### config.mk
export PLATFORM = sky130hd
export DESIGN_NAME = stamp_square
export DESIGN_NICKNAME = d
export VERILOG_FILES = /design/src/rtl/stamp_square.sv
export SDC_FILE = /design/constraint.sdc
export NUM_CORES = 1
export LEC_CHECK = 0
export BUFFER_PORTS_ARGS = -buffer_cell sky130_fd_sc_hd__buf_2
export CAP_MARGIN = 10
export CORE_UTILIZATION = 50
export DETAILED_ROUTE_END_ITERATION = 8
export GPL_TIMING_DRIVEN = 0
export PLACE_DENSITY = 0.73
export SETUP_SLACK_MARGIN = 0.1
export SYNTH_ARGS = -nofsm -noshare
export SYNTH_HDL_FRONTEND = slang
export SYNTH_SLANG_ARGS = --single-unit
### constraint.sdc
create_clock -name clk -period 4.55 [get_ports clk]
set_clock_uncertainty 0.2 [all_clocks]
set_input_delay 0.455 -clock clk [delete_from_list [all_inputs] [get_ports clk]]
set_output_delay 0.455 -clock clk [all_outputs]
set_load 0.05 [all_outputs]
### src/rtl/stamp_square.sv
// Stamps one SQ x SQ sprite from the sprite ROM into the map memory at a grid cell.
// A single pipeline stage lines the map write up with the 1-cycle ROM read latency.
module stamp_square #(
  parameter int                DATA_W      = 9,
  parameter int                SQ          = 20,
  parameter int                MAP_W       = 160,
  parameter int                GRID_XMAX   = 7,
  parameter int                GRID_YMAX   = 5,
  parameter logic [DATA_W-1:0] TRANSPARENT = 9'h1FF
) (
  input  logic              clk,
  input  logic              reset,
  input  logic              start,
  input  logic [3:0]        COUNTER_X,
  input  logic [3:0]        COUNTER_Y,
  input  logic [DATA_W-1:0] sprite_colour,
  output logic [8:0]        sprite_address,
  output logic [14:0]       map_address,
  output logic [DATA_W-1:0] map_data,
  output logic              map_wren,
  output logic              busy,
  output logic              stamp_square_done
);

  localparam logic [1:0] IDLE  = 2'd0;
  localparam logic [1:0] RUN   = 2'd1;
  localparam logic [1:0] DRAIN = 2'd2;
  localparam logic [1:0] DONE  = 2'd3;

  localparam logic [4:0] PIX_LAST = 5'(SQ - 1);

  logic [1:0]  state;
  logic [4:0]  cx, cy;
  logic [3:0]  gx, gy;
  logic        oob;
  logic        vld_p1;
  logic [14:0] addr_p1;

  // Map address of pixel (cxi, cyi) inside grid cell (gxi, gyi); wraps at 15 bits,
  // which only happens for out-of-range cells whose writes are suppressed anyway.
  function automatic logic [14:0] pix_addr(input logic [3:0] gxi, input logic [3:0] gyi,
                                           input logic [4:0] cxi, input logic [4:0] cyi);
    logic [14:0] row, col;
    row = 15'(gyi) * 15'(SQ) + 15'(cyi);
    col = 15'(gxi) * 15'(SQ) + 15'(cxi);
    return row * 15'(MAP_W) + col;
  endfunction

  always_ff @(posedge clk) begin
    if (reset) begin
      state          <= IDLE;
      cx             <= '0;
      cy             <= '0;
      oob            <= 1'b0;
      sprite_address <= '0;
      vld_p1         <= 1'b0;
    end else begin
      vld_p1 <= (state == RUN);
      case (state)
        IDLE: begin
          if (start) begin
            oob            <= (COUNTER_X > 4'(GRID_XMAX)) || (COUNTER_Y > 4'(GRID_YMAX));
            cx             <= '0;
            cy             <= '0;
            sprite_address <= '0;
            state          <= RUN;
          end
        end
        RUN: begin
          if (cx == PIX_LAST && cy == PIX_LAST) begin
            state <= DRAIN;
          end else if (cx == PIX_LAST) begin
            cx             <= '0;
            cy             <= cy + 5'd1;
            sprite_address <= sprite_address + 9'd1;
          end else begin
            cx             <= cx + 5'd1;
            sprite_address <= sprite_address + 9'd1;
          end
        end
        DRAIN:   state <= DONE;
        DONE:    state <= IDLE;
        default: state <= IDLE;
      endcase
    end
  end

  // Data registers: grid cell latch and the p1 write address (no reset needed)
  always_ff @(posedge clk) begin
    if (state == IDLE && start) begin
      gx <= COUNTER_X;
      gy <= COUNTER_Y;
    end
    if (state == RUN) begin
      addr_p1 <= pix_addr(gx, gy, cx, cy);
    end
  end

  // Stage p1: ROM data arrives alongside the registered address
  assign map_address       = vld_p1 ? addr_p1 : '0;
  assign map_data          = vld_p1 ? sprite_colour : '0;
  assign map_wren          = vld_p1 && !oob && (sprite_colour != TRANSPARENT);
  assign busy              = (state == RUN) || (state == DRAIN);
  assign stamp_square_done = (state == DONE);

endmodule

After elaboration in Yosys (flattened, before gate mapping)
Cells that the tools add are included.
{ "totals": {"ff_bits": 46, "output_inout_bits": 36, "wordCells": 58} }
{ "op_classes": {"addsub": 6, "multipliers": 3, "n_lt_le_gt_ge": 2, "n_eq_ne": 10, "mux": 15, "reduce_logical": 13} }
{ "ops": {"columns": ["op", "count"], "rows": [
  ["2-to-1 mux 9 bit", 3],
  ["2-to-1 mux 5 bit", 5],
  ["adder 9 x 5 -> 10 bit", 2],
  ["one-hot mux 5 bit (2 select lines)", 2],
  ["one-hot mux 9 bit (2 select lines)", 1],
  ["adder 15 x 10 -> 15 bit", 1],
  ["2-to-1 mux 15 bit", 1],
  ["multiplier 4 x 3 -> 7 bit, second input constant", 2],
  ["adder 5 x 1 -> 5 bit, second input constant", 2],
  ["equality test 5 bit, second input constant", 2],
  ["multiplier 10 x 3 -> 10 bit, second input constant", 1],
  ["adder 9 x 1 -> 9 bit, second input constant", 1],
  ["inequality test 9 bit, second input constant", 1],
  ["> comparator 4 x 3 -> 1 bit, second input constant", 2],
  ["one-hot mux 2 bit (4 select lines)", 1],
  ["equality test 2 bit, second input constant", 2],
  ["logical AND 1 bit", 4],
  ["2-to-1 mux 2 bit", 2],
  ["inequality test 2 x 1 -> 1 bit, second input constant", 2],
  ["inequality test 2 bit, second input constant", 2],
  ["AND reduction 2 bit", 2],
  ["AND reduction 4 bit", 1],
  ["AND reduction 3 bit", 1],
  ["equality test 2 x 1 -> 1 bit, second input constant", 1],
  ["other kinds (4)", 5]
]} }

Longest topological paths before layout
{ "depth": {"word_depth": 4, "ltp_mapped": 15, "mapped_depth_nobuf": 15} }

Worst setup path after synthesis
No wires, ideal clock.
{ "synth_timing": {"path_type": "register to register", "start": "reg gy[3]", "end": "reg addr_p1[14] (data pin)", "setup_ns": 0.260, "arrival_ns": 3.172, "required_time_ns": 4.090, "setup_slack_ns": 0.918, "path_stages_with_launch": 15, "path_buffers": 0, "period_less_slack_ns": 3.632, "path_cell_list": "edfxtp_1 ha_1 ha_1 inv_1 fa_1 inv_1 o2111ai_2 xnor2_1 xnor2_1 ha_1 ha_1 xnor2_1 and2_1 o211ai_1 xnor2_1"} }
{ "synth_via": {"elab_chain_len": 4} }
{ "synth_lines": {"columns": ["element", "line", "text"], "rows": [
  ["start: declaration", "34", "logic [3:0] gx, gy;"],
  ["start signal: assignment", "92", "gy <= COUNTER_Y;"],
  ["multiplier 4 x 3 -> 7 bit", "44", "row = 15'(gyi) * 15'(SQ) + 15'(cyi);"],
  ["adder 9 x 5 -> 10 bit", "44", null],
  ["multiplier 10 x 3 -> 10 bit", "46", "return row * 15'(MAP_W) + col;"],
  ["adder 15 x 10 -> 15 bit", "46", null],
  ["end signal: assignment", "95", "addr_p1 <= pix_addr(gx, gy, cx, cy);"],
  ["end: declaration", "37", "logic [14:0] addr_p1;"]
]} }
Every way passes these cells.
A chain may end at the register's enable or synchronous reset.

Worst setup path after layout
Ends and elaborated chain as after synthesis.

==> qor.json <==
{
  "finish": {
    "nNetsFinal": 420,
    "layout.cells.most_common_list": "sky130_fd_sc_hd__buf_2 (55), sky130_fd_sc_hd__ha_1 (38), sky130_fd_sc_hd__and2_1 (25)",
    "final-seq-area_mm2": 0.00115,
    "multi_input_area_mm2": 0.00177,
    "n_antenna_cell": 0,
    "fin_cells": 430,
    "syn_to_final_growth_pct": 15.5,
    "filler_cell_count": 473,
    "layout.cells.most_common": "sky130_fd_sc_hd__buf_2",
    "drive_above_1_share_pct": 19.3
  },
  "detailed_routing": {
    "wl_um": 5020,
    "met3_wirelength_um": 245,
    "drt_iter0_drc": 40,
    "number_of_vias_per_cell_after_detailed_routing": 5.12,
    "dr_total_vias": 2200,
    "dr.pass1.iters": 4,
    "highest-signal-layer": "met4",
    "wl_per_cell_um": 11.7,
    "dr_wl_met2_um": 2350,
    "detail_route.drc_violations": 0,
    "met1Wirelength_um": 2400,
    "postRouteAntennaNets": 0
  },
  "floorplanning": {
    "design.die.area_mm2": 0.00636,
    "dieWidth_um": 79.7,
    "ios": 56,
    "floorplan.die.height_um": 79.7,
    "coreArea_mm2": 0.00568,
    "rows": 27,
    "initial_cell_density_of_the_core_pct": 53.2
  },
  "pwr": {
    "total_switching_power_uw": 972,
    "irDropWorstVdd_mv": 0.288,
    "power.share.switching_pct": 43.0,
    "power.share.clock_pct": 13.1,
    "total_leakage_power_uw": 0.00160,
    "pwr-share-comb_pct": 57.3,
    "seq_power_share_pct": 29.6,
    "cellPowerDensity_mw_per_mm2": 649,
    "internal_power_consumption_uw": 1290,
    "total_power_uw": 2260
  },
  "worst_setup_path": {
    "worstSetupPathType": "flip-flop to flip-flop",
    "critical_path_arrival_ns": 3.73,
    "cp_num_buf_inv": 2,
    "critical_path_s_slowest_cell": "sky130_fd_sc_hd__edfxtp_1",
    "regToRegSetupSlack_ns": 0.66,
    "crit_path_max_incr_delay_ns": 0.47,
    "crit_start": "gy[3]$_DFFE_PP_",
    "critical_path.cell_chain": "ha_1 > ha_1 > inv_1 > fa_1 > inv_1 > o2111ai_2 > xnor2_1 > xnor2_1 > ha_1 > ha_1 > xnor2_1 > and2_1 > o211ai_1 > xnor2_1",
    "timing.critical_path.required_ns": 4.39,
    "timing.critical_path.from_type": "flip-flop",
    "timing.critical_path.max_delay_family": "adder cells",
    "cp-end-kind": "flip-flop",
    "r2r-start": "gy[3]$_DFFE_PP_",
    "critical_path_fanout_max": 5
  },
  "grt": {
    "grt_overflow": 0,
    "grt_util_all_layers_pct": 17.7,
    "global_route_wire_length_before_repair_um": 8740,
    "grt_antenna_before_repair": 0,
    "number_of_global_route_vias_before_repair": 2043,
    "grt_max_degree": 17
  },
  "clock_tree": {
    "path_clk_slew_ns": 0.09,
    "cts_repair_resize_count": 0,
    "number_of_buffers_inserted_by_hold_repair_at_cts": 0,
    "cts.path.max_buffers": 2,
    "worst_skew_pair.late_latency_ns": 0.30,
    "cts_htree_levels": 2,
    "tritoncts": "yes",
    "post-cts-setup-buffers": 0,
    "ctsRootBufferMaster": "sky130_fd_sc_hd__clkbuf_8",
    "cts_inserted_buffers": 5,
    "tritoncts_num_sinks": 46
  },
  "timing": {
    "worst_pin_slew_ns": 0.784,
    "final-hold-violation-count": 0,
    "slew_violations": 0,
    "slew_headroom_pct": 47.6,
    "period_share_pct": 85.4,
    "finalSetupViolations": 0,
    "max_clk_rate_mhz": 257,
    "timing.final.crit_period_ns": 3.89,
    "final_critical_path_setup_slack_ns": 0.663,
    "finalHoldWorstSlack_ns": 0.131,
    "grt_setup_unrepaired": "no",
    "setup_tns_ns": 0
  },
  "synthesis": {
    "syn_avg_cell_area_um2": 10.2,
    "synth-seq-cells": 46,
    "synth_area_mm2": 0.00302,
    "synth.top_cells.by_area": "sky130_fd_sc_hd__edfxtp_1 (23%), sky130_fd_sc_hd__ha_1 (16%), sky130_fd_sc_hd__dfxtp_1 (15%)",
    "post_synth_edffs": 23,
    "postSynthNetCount": 359,
    "synth.largest_area_cell": "sky130_fd_sc_hd__edfxtp_1",
    "proportion_of_synthesized_chip_area_in_sequential_cells_pct": 38.1,
    "synth.top_cell.area_share_pct": 22.9,
    "synth_warnings": 0,
    "ys_async_sr_fraction_pct": 0,
    "gate_count_after_technology_mapping": 296,
    "synth_flop_cell": "sky130_fd_sc_hd__edfxtp_1",
    "synth_cell_types": 44
  },
  "place": {
    "gp_routability_congestion": 0.773,
    "placement.io_buffers": 54,
    "place_hpwl_um": 4070,
    "dpl.cell_count": 422,
    "placement.setup.worst_slack_ns": 0.674
  },
  "run_status": {
    "run_status": "finished clean"
  },
  "hold_path": {
    "hold_start": "COUNTER_X[2]",
    "timing.hold.worst.class": "primary input to flip-flop"
  },
  "run": {
    "maxCapViolCount": 0
  }
}
## cells by family (layout without fill, tap and decap cells)
| logic type | count (synthesis) | in the layout | share of synthesized area [%] |
|---|---|---|---|
| xor gates and xnor gates | 36 | 36 | 10.4 |
| and+or+nand+nor | 97 | 97 | 17.6 |
| DFF | 46 | 46 | 38.1 |
| adders and majority gates | 43 | 43 | 19.1 |
| muxes | 6 | 6 | 1.99 |
| AOI/OAI and AO/OA | 43 | 43 | 9.57 |
| buffers and inverters | 25 | 87 | 3.27 |
## layout make-up
type | instances | area share [%]
Buffer | 5 | 0.681
Tap cell | 72 | 2.58
Timing Repair Buffer | 54 | 7.74
Sequential cell | 46 | 33.0
Clock buffer | 6 | 2.08
Clock inverter | 2 | 1.04
Inverter | 20 | 2.15
Multi-Input combinational cell | 225 | 50.7
## per-stage QoR
| step | utilization, % | cell area [um2] |
|---|---|---|
| floorplan | - | 3020 |
| global placement | 59.6 | 3380 |
| detailed placement | 59.6 | 3380 |
| CTS | 61.5 | 3490 |
| global route | 61.5 | 3490 |
| finish | 61.5 | 3490 |
## per-layer routing
layer	GRT usage [%]	vias to the layer above
met3	3.89	2
met1	21.7	991
li1	-	1153
met2	31.0	54
met5	0	-
met4	4.91	0
## power groups by stage
stage	clock network [uW]	registers (uW)	logic [uW]
after global placement	0	677	1270
after CTS	306	671	1310
after floorplan	0	672	1070
after detailed placement	0	681	1300
after global routing	320	686	1470
final	297	670	1300
## path summary, 6_finish.rpt
kind	end	cells past startpoint
worst min register to register	sprite_address[1]$_SDFFE_PP0P_	2
worst min-delay path	gx[2]$_DFFE_PP_	1
worst max-delay path	addr_p1[14]$_DFFE_PP_	14
worst max register to register	addr_p1[14]$_DFFE_PP_	14
## registers in the layout (all words and copies together) (netlist names)
| register | cells |
|---|---|
| addr_p1 | 15 |
| sprite_address | 9 |
| cx | 5 |
| cy | 5 |
| gx | 4 |
| gy | 4 |
| state | 2 |
| oob | 1 |
| vld_p1 | 1 |
## synthesized netlist by cell type, types with 6 or more instances
| master | instances |
|---|---|
| sky130_fd_sc_hd__ha_1 | 38 |
| sky130_fd_sc_hd__and2_1 | 25 |
| sky130_fd_sc_hd__dfxtp_1 | 23 |
| sky130_fd_sc_hd__edfxtp_1 | 23 |
| sky130_fd_sc_hd__xnor2_1 | 23 |
| sky130_fd_sc_hd__nor2_1 | 22 |
| sky130_fd_sc_hd__inv_1 | 20 |
| sky130_fd_sc_hd__nand2_1 | 17 |
| sky130_fd_sc_hd__a21oi_1 | 13 |
| sky130_fd_sc_hd__xor2_1 | 13 |
| sky130_fd_sc_hd__o21ai_0 | 11 |
| sky130_fd_sc_hd__mux2i_1 | 6 |
| sky130_fd_sc_hd__nand4_1 | 6 |
Note: power is estimated with default switching activity, not from simulation.
